--- config.mk ---
export PLATFORM = sky130hd
export DESIGN_NAME = imem_loader
export DESIGN_NICKNAME = d
export VERILOG_FILES = /design/src/rtl/imem_loader_pkg.sv /design/src/rtl/imem_loader_byte_packer.sv /design/src/rtl/imem_loader.sv
export SDC_FILE = /design/constraint.sdc
export NUM_CORES = 1
export LEC_CHECK = 0
export ABC_AREA = 1
export CAP_MARGIN = 25
export CORE_MARGIN = 4
export CORE_UTILIZATION = 49
export DETAILED_ROUTE_END_ITERATION = 8
export HOLD_SLACK_MARGIN = 0.15
export PLACE_DENSITY_LB_ADDON = 0.05
export RECOVER_POWER = 25
export SYNTH_ARGS = -nofsm -noshare
export SYNTH_HDL_FRONTEND = slang
export SYNTH_HIERARCHICAL = 1
export SYNTH_SLANG_ARGS = --single-unit
--- constraint.sdc ---
create_clock -name clk -period 1.95 [get_ports clk]
set_clock_uncertainty 0.2 [all_clocks]
set_input_delay 0.39 -clock clk [delete_from_list [all_inputs] [get_ports clk]]
set_output_delay 0.39 -clock clk [all_outputs]
set_load 0.005 [all_outputs]
--- src/rtl/imem_loader_pkg.sv ---
// imem_loader_pkg: shared definitions for the instruction-memory loader.
//   IMEM_ADDR_W    - instruction memory word-address width
//   IMEM_WORDS     - instruction memory depth in words
//   loader_state_t - loader FSM state encoding
package imem_loader_pkg;

  localparam int IMEM_ADDR_W = 10;
  localparam int IMEM_WORDS  = 1 << IMEM_ADDR_W;

  typedef enum logic [2:0] {
    ST_LEN  = 3'd0,
    ST_DATA = 3'd1,
    ST_CSUM = 3'd2,
    ST_DONE = 3'd3,
    ST_ERR  = 3'd4
  } loader_state_t;

endpackage

--- src/rtl/imem_loader_byte_packer.sv ---
// byte_packer: assembles four bytes, low byte first, into a 32-bit word.
//   clk, reset      - clock, synchronous active-low reset
//   clear           - return to lane 0 and drop any partial word
//   byte_valid      - a byte is being consumed this cycle
//   byte_data       - the byte
//   word_valid      - this cycle's byte completes a word
//   word            - completed word, valid while word_valid is high
// The fourth byte is folded in combinationally so the owner can act on
// the full word in the same cycle the last byte is accepted.
module byte_packer (
  input  logic        clk,
  input  logic        reset,
  input  logic        clear,
  input  logic        byte_valid,
  input  logic [7:0]  byte_data,
  output logic        word_valid,
  output logic [31:0] word
);

  logic [1:0]  lane;
  logic [23:0] partial;

  always_ff @(posedge clk) begin
    if (!reset || clear) begin
      lane    <= '0;
      partial <= '0;
    end else if (byte_valid) begin
      lane <= lane + 2'd1;
      case (lane)
        2'd0:    partial[7:0]   <= byte_data;
        2'd1:    partial[15:8]  <= byte_data;
        2'd2:    partial[23:16] <= byte_data;
        default: partial        <= partial;
      endcase
    end
  end

  assign word_valid = byte_valid && (lane == 2'd3);
  assign word       = {byte_data, partial};

endmodule

--- src/rtl/imem_loader.sv ---
// imem_loader: loads a framed byte stream into instruction memory and
// holds the CPU in reset until a complete image with a good checksum
// has been written.
//   Frame: N (4 bytes LE), 4*N payload bytes (LE words), 1 checksum byte
//   (sum of payload bytes mod 256).
//   clk, reset          - clock, synchronous active-low reset
//   in_valid/in_ready   - byte stream handshake, in_data carries the byte
//   start               - re-arm pulse, honoured in DONE/ERR only
//   mem_we/addr/wdata   - instruction memory write port, one word per strobe
//   cpu_hold            - 1 keeps the CPU in reset
//   done, error         - image good / length or checksum fault (sticky)
//   words_written       - words committed in the current frame
module imem_loader
  import imem_loader_pkg::*;
#(
  parameter int ADDR_W = IMEM_ADDR_W
) (
  input  logic              clk,
  input  logic              reset,
  input  logic              in_valid,
  input  logic [7:0]        in_data,
  output logic              in_ready,
  input  logic              start,
  output logic              mem_we,
  output logic [ADDR_W-1:0] mem_addr,
  output logic [31:0]       mem_wdata,
  output logic              cpu_hold,
  output logic              done,
  output logic              error,
  output logic [ADDR_W:0]   words_written
);

  localparam logic [31:0]   WORD_LIMIT = 32'd1 << ADDR_W;
  localparam logic [ADDR_W:0] ONE_W    = 1;

  loader_state_t state, state_nxt;

  logic            accept;
  logic            restart;
  logic            pk_valid;
  logic            word_valid;
  logic [31:0]     word;
  logic [ADDR_W:0] n_words;
  logic [7:0]      csum;
  logic            last_word;

  assign accept   = in_valid && in_ready;
  assign restart  = start && ((state == ST_DONE) || (state == ST_ERR));
  assign pk_valid = accept && ((state == ST_LEN) || (state == ST_DATA));

  // words_written lags by nothing here: the previous word's count is
  // committed at least three cycles before the next word completes.
  assign last_word = ((words_written + ONE_W) == n_words);

  byte_packer u_packer (
    .clk        (clk),
    .reset      (reset),
    .clear      (restart),
    .byte_valid (pk_valid),
    .byte_data  (in_data),
    .word_valid (word_valid),
    .word       (word)
  );

  always_comb begin
    state_nxt = state;
    case (state)
      ST_LEN: begin
        if (word_valid) begin
          if (word > WORD_LIMIT)  state_nxt = ST_ERR;
          else if (word == 32'd0) state_nxt = ST_CSUM;
          else                    state_nxt = ST_DATA;
        end
      end
      ST_DATA: begin
        if (word_valid && last_word) state_nxt = ST_CSUM;
      end
      ST_CSUM: begin
        if (accept) state_nxt = (in_data == csum) ? ST_DONE : ST_ERR;
      end
      ST_DONE, ST_ERR: begin
        if (start) state_nxt = ST_LEN;
      end
      default: state_nxt = ST_LEN;
    endcase
  end

  always_ff @(posedge clk) begin
    if (!reset) begin
      state         <= ST_LEN;
      in_ready      <= 1'b1;
      mem_we        <= 1'b0;
      mem_addr      <= '0;
      mem_wdata     <= '0;
      cpu_hold      <= 1'b1;
      done          <= 1'b0;
      error         <= 1'b0;
      words_written <= '0;
      n_words       <= '0;
      csum          <= '0;
    end else begin
      state  <= state_nxt;
      mem_we <= 1'b0;

      // Status outputs are registered from the next state so they change
      // on the same edge as the state itself.
      in_ready <= (state_nxt == ST_LEN) || (state_nxt == ST_DATA) ||
                  (state_nxt == ST_CSUM);
      done     <= (state_nxt == ST_DONE);
      error    <= (state_nxt == ST_ERR);
      cpu_hold <= (state_nxt != ST_DONE);

      if ((state == ST_LEN) && word_valid) n_words <= word[ADDR_W:0];

      if ((state == ST_DATA) && accept) csum <= csum + in_data;

      if ((state == ST_DATA) && word_valid) begin
        mem_we        <= 1'b1;
        mem_addr      <= words_written[ADDR_W-1:0];
        mem_wdata     <= word;
        words_written <= words_written + ONE_W;
      end

      if (restart) begin
        words_written <= '0;
        csum          <= '0;
      end
    end
  end

endmodule

# Word-level counts from Yosys, hierarchy flattened
# Index checks and enable logic that the tools add are counted.
# word_totals
reg_bits,106
in_bits,12
output_inout_bits,58
elab_cells,66
# classes
addsub,3
magnitude_cmp,1
n_eq_ne,14
mux,9
bitwise,1
reduce_logical,23
# ops
cell,n
"greater-than comparator 32 x 11 -> 1 bit, second input constant",1
logical NOT 32 bit,1
two-way mux 3 bit,6
"equality test 3 x 2 -> 1 bit, second input constant",4
one-hot mux 3 bit (4 select lines),1
"adder 11 x 1 -> 11 bit, second input constant",1
equality test 11 bit,1
adder 8 bit,1
equality test 8 bit,1
logical AND 1 bit,8
"equality test 3 x 1 -> 1 bit, second input constant",2
"equality test 3 bit, second input constant",2
logical NOT 3 bit,2
AND reduction 2 bit,3
logical OR 1 bit,5
"equality test 2 bit, second input constant",2
OR reduction 2 bit,2
"!= test 3 x 2 -> 1 bit, second input constant",1
"adder 2 x 1 -> 2 bit, second input constant",1
"equality test 2 x 1 -> 1 bit, second input constant",1
logical NOT 2 bit,1
two-way mux 2 bit,1
logical NOT 1 bit,1
two-way mux 1 bit,1
NOT 1 bit,1

# Longest topological paths before layout
# logic_depth
ltp_word,10
ltp_mapped,14
depth_no_buf,14

# By module
# The synthesis kept the hierarchy.
# modules_own_cells
module,n_inst,cells_each,area_per_inst_um2,seq_area_each_um2
imem_loader,1,516,3678.5,1601.5
byte_packer,1,181,1191.1,520.5

# Worst setup path before layout
# OpenSTA, ideal clock, no wires.
# synth_timing
path_type,in2reg
startpoint,in in_valid
endpoint,reg mem_addr[1]
setup_time_ps,116
arrival_ps,1747
required_time_ps,1634
slack_ps,-113
path_stages,11
cell_sequence,nand2_1 > nor3_1 > nand2_1 > inv_1 > inv_1 > nor2_4 > inv_2 > buf_2 > buf_2 > nor2_1 > nor2_1
# synth_via
elab_chain_cells,4
# synth_lines
item,line_no,source
start: declaration,imem_loader.sv:20,"input logic in_valid,"
logical AND 1 bit,imem_loader.sv:47,assign accept = in_valid && in_ready;
logical AND 1 bit,imem_loader.sv:49,assign pk_valid = accept && ((state == ST_LEN) || (state == ST_DATA));
named net pk_valid,imem_loader.sv:40,logic pk_valid;
logical AND 1 bit,imem_loader_byte_packer.sv:38,assign word_valid = byte_valid && (lane == 2'd3);
named net word_valid,imem_loader.sv:41,logic word_valid;
logical AND 1 bit,imem_loader.sv:117,if ((state == ST_DATA) && word_valid) begin
end signal: assignment,imem_loader.sv:119,mem_addr <= words_written[ADDR_W-1:0];
end: declaration,imem_loader.sv:25,"output logic [ADDR_W-1:0] mem_addr,"
# The timed path passes the listed nets, and every way through them passes these cells.
# A chain may end at the register's enable or synchronous reset.

# Worst setup path in the final report
# layout_timing
startpoint,reg csum[0]
endpoint,reg csum[6]
# layout_via
elab_chain_cells,1
# layout_lines
item,line_no,source
start: declaration,imem_loader.sv:44,logic [7:0] csum;
start signal: assignment,imem_loader.sv:115,if ((state == ST_DATA) && accept) csum <= csum + in_data;
adder 8 bit,imem_loader.sv:115,
# No other way between the ends.

==> flow_summary.json <==
{
  "p_clk_frac": 0.354,
  "path_max_fanout": 2,
  "max_slew_margin": 0.7669,
  "crit_arrival_ns": 2.01,
  "antennaDiodeCount": 0,
  "final_common_cell": "nor2_1",
  "htreeDepth": 3,
  "critPathKind": "reg2reg",
  "final_cell_mix": "nor2_1, nand2_1, dfxtp_1, inv_1, o21ai_0",
  "holdWs_ns": 0.2772,
  "r2r_slack_ns": 0.006,
  "ir_worst_vdd_mv": 0.3394,
  "p_sw_mw": 1.034,
  "root_buffer": "clkbuf_8",
  "cp.required_ns": 2.02,
  "internal-power_mw": 2.971,
  "crit_start": "csum[0]",
  "cp-end-kind": "flop",
  "synth_area_um2": 4870,
  "syn_to_final_growth_pct": 31.55,
  "cts_buffers": 9,
  "fin_util": 0.6584,
  "grt_start_max_net_pins": 45,
  "io_buffers": 69,
  "rsz0062_at_grt": "yes",
  "r2r_cells": 11,
  "finalHoldViolCount": 0,
  "yosysWarnings": 6,
  "cts_tree": "built",
  "ys_types": 32,
  "syn_avg_cell_area_um2": 6.987,
  "firstDrtPassIters": 5,
  "synth-seq-area-share": 0.4358,
  "fmaxAchievable_ghz": 0.5144,
  "clk_latency_ns": 0.36,
  "switching_share": 0.2582,
  "synth_cells": 697,
  "drive_above_1_share": 0.1597,
  "ys_ff_latch": 106,
  "fin_cells": 941,
  "hold_path_class": "reg2reg",
  "maxSlewViolCount": 0,
  "power_frac_comb": 0.087,
  "worst_pin_slew_ns": 0.3442,
  "row_count": 36,
  "power_mw": 4.006,
  "die_area_um2": 11600,
  "placed_cells": 919,
  "hp-start": "mem_addr[0]",
  "min_period_over_period": 0.9969,
  "grt.overflow.total": 0,
  "maxCapViolations": 0,
  "io_pins": 70,
  "clockBufferDepth": 2,
  "fillers": 892,
  "power_density_nw_per_um2": 625.3,
  "cts.sinks": 106,
  "grt_util_all_layers": 0.2162,
  "dpl.hpwl_um": 9068,
  "finalNetCount": 828,
  "vias_per_cell": 4.876,
  "hold_path_depth": 2,
  "timing.rr.start": "csum[0]",
  "initial_core_util": 0.5005,
  "core_um2": 9729,
  "syn_nets": 722,
  "reg2reg_to": "csum[6]",
  "finalCriticalPeriod_ns": 1.944,
  "first_global_vias": 4417,
  "chipHeight_um": 107.7,
  "route.detailed.drc": 0,
  "grt_pass1_wl_um": 20290,
  "first_iter_violations": 197,
  "start_kind": "flop",
  "antenna_found_initial": 0,
  "wl_per_cell_um": 13.12,
  "outcome": "completed",
  "clkSlewWorstSetupHoldPaths_ns": 0.10,
  "total_leakage_power_nw": 2.890,
  "p_seq_frac": 0.559,
  "final-setup-viol-count": 0,
  "hold_end": "mem_addr[0]",
  "drtAntennaViolNets": 0,
  "die_w_um": 107.7,
  "vias": 4588,
  "final_cell_area_um2": 6406,
  "routed_wl_um": 12350,
  "dpl_cell_area_um2": 6003,
  "gp_congestion": 0.8604
}
## worst max-delay path, stage by stage, from the launching register on
cell and delay (ns):
dfxtp_2 0.37, ha_4 0.14, inv_2 0.04, fa_2 0.36
nor2_2 0.10, o21ai_1 0.09, nand2_1 0.11, a21oi_2 0.06
o21bai_1 0.17, nor2_1 0.06, o21bai_1 0.11, inv_1 0.05
## flip-flops by register name, summed over array words and instances (netlist names), 2 cells and up
signal / cells
mem_addr: 10
n_words: 11
words_written: 11
u_packer/partial: 24
csum: 8
mem_wdata: 32
u_packer/lane: 2
state: 3
## Yosys cell counts
cell type,count,area [µm²]
and2_1,2,12.51
nand3b_1,1,7.510
nand4_1,3,18.77
clkbuf_4,2,15.01
o21ai_0,67,335.3
nand3_1,27,135.1
a21oi_1,48,240.2
clkbuf_2,2,10.01
xnor3_1,1,22.52
nor4_1,1,6.260
nor2_1,144,540.5
dfxtp_1,106,2122
nand2_1,126,473.0
ha_1,12,150.1
nor2_2,4,25.02
inv_1,89,334.1
xnor2_1,3,26.28
xor2_1,5,43.79
nor3_2,1,10.01
nor2_4,2,22.52
a211oi_1,3,22.52
inv_2,1,3.750
nor3_1,5,25.02
buf_4,13,97.59
clkbuf_1,11,41.29
buf_2,5,25.02
fa_1,1,20.02
nand2_2,2,12.51
o311ai_0,1,8.760
a31oi_1,2,12.51
o21bai_1,5,37.54
or2_2,2,12.51
## layer usage
| layer | GRT usage | vias up | wire length (µm) |
|---|---|---|---|
| li1 | - | 2386 | - |
| met1 | 0.2699 | 2111 | 5513 |
| met2 | 0.3703 | 80 | 6181 |
| met3 | 0.03059 | 11 | 455 |
| met4 | 0.09378 | 0 | 196 |
| met5 | 0 | - | 0 |
## through the flow
stage          TNS [ns]  worst slack [ns]
5_1_grt         -0.5287           -0.1081
3_5_place_dp     -28.93           -0.6394
4_1_cts               0          0.001643
3_3_place_gp     -28.93           -0.5949
6_report              0          0.006087
2_1_floorplan         0           0.01357
## kinds of logic after synthesis
| family | Yosys count | synth area share |
|---|---|---|
| flip-flops | 106 | 0.4358 |
| XOR/XNOR | 9 | 0.01901 |
| adder cells (fa/ha/maj) | 13 | 0.03494 |
| AO/OA/AOI/OAI | 126 | 0.1349 |
| buffers and inverters | 123 | 0.1082 |
| AND/OR/NAND/NOR | 320 | 0.2672 |
## power groups by stage
stage	sequential, mW	clock, mW	combinational, mW
global placement	2.29	0	0.333
global route	2.25	1.56	0.394
floorplan	2.28	0	0.202
finish	2.24	1.42	0.350
detailed placement	2.29	0	0.341
CTS	2.24	1.45	0.340
## final cells by class
| cell class | instances | area (µm²) | share of cell area |
|---|---|---|---|
| multi-input cells | 468 | 2366 | 0.3693 |
| flip-flops and latches | 106 | 2141 | 0.3342 |
| repair buffers | 128 | 1187 | 0.1854 |
| inverters | 90 | 337.8 | 0.05273 |
| well taps | 133 | 166.4 | 0.02598 |
| clock buffers | 9 | 123.9 | 0.01934 |
| clock inverters | 7 | 83.83 | 0.01309 |
## how the worst max path moves through the flow
stage	to	slack [ns]	depth (start not counted)
global placement	csum[6]	-0.59	12
CTS	state[0]	0.002	14
floorplan	csum[6]	0.01	11
global route	state[0]	-0.11	13
detailed placement	csum[6]	-0.64	12
finish	csum[6]	0.006	11
## timing repair
| action | CTS | global route |
|---|---|---|
| pin swaps | 6 | 21 |
| setup endpoints to repair | 28 | 66 |
| hold buffers | 0 | 0 |
| resized for setup | 24 | 34 |
| setup buffers | 0 | 6 |
| endpoints found under the hold margin | 0 | 0 |
Power figures use the tool's default switching activity.
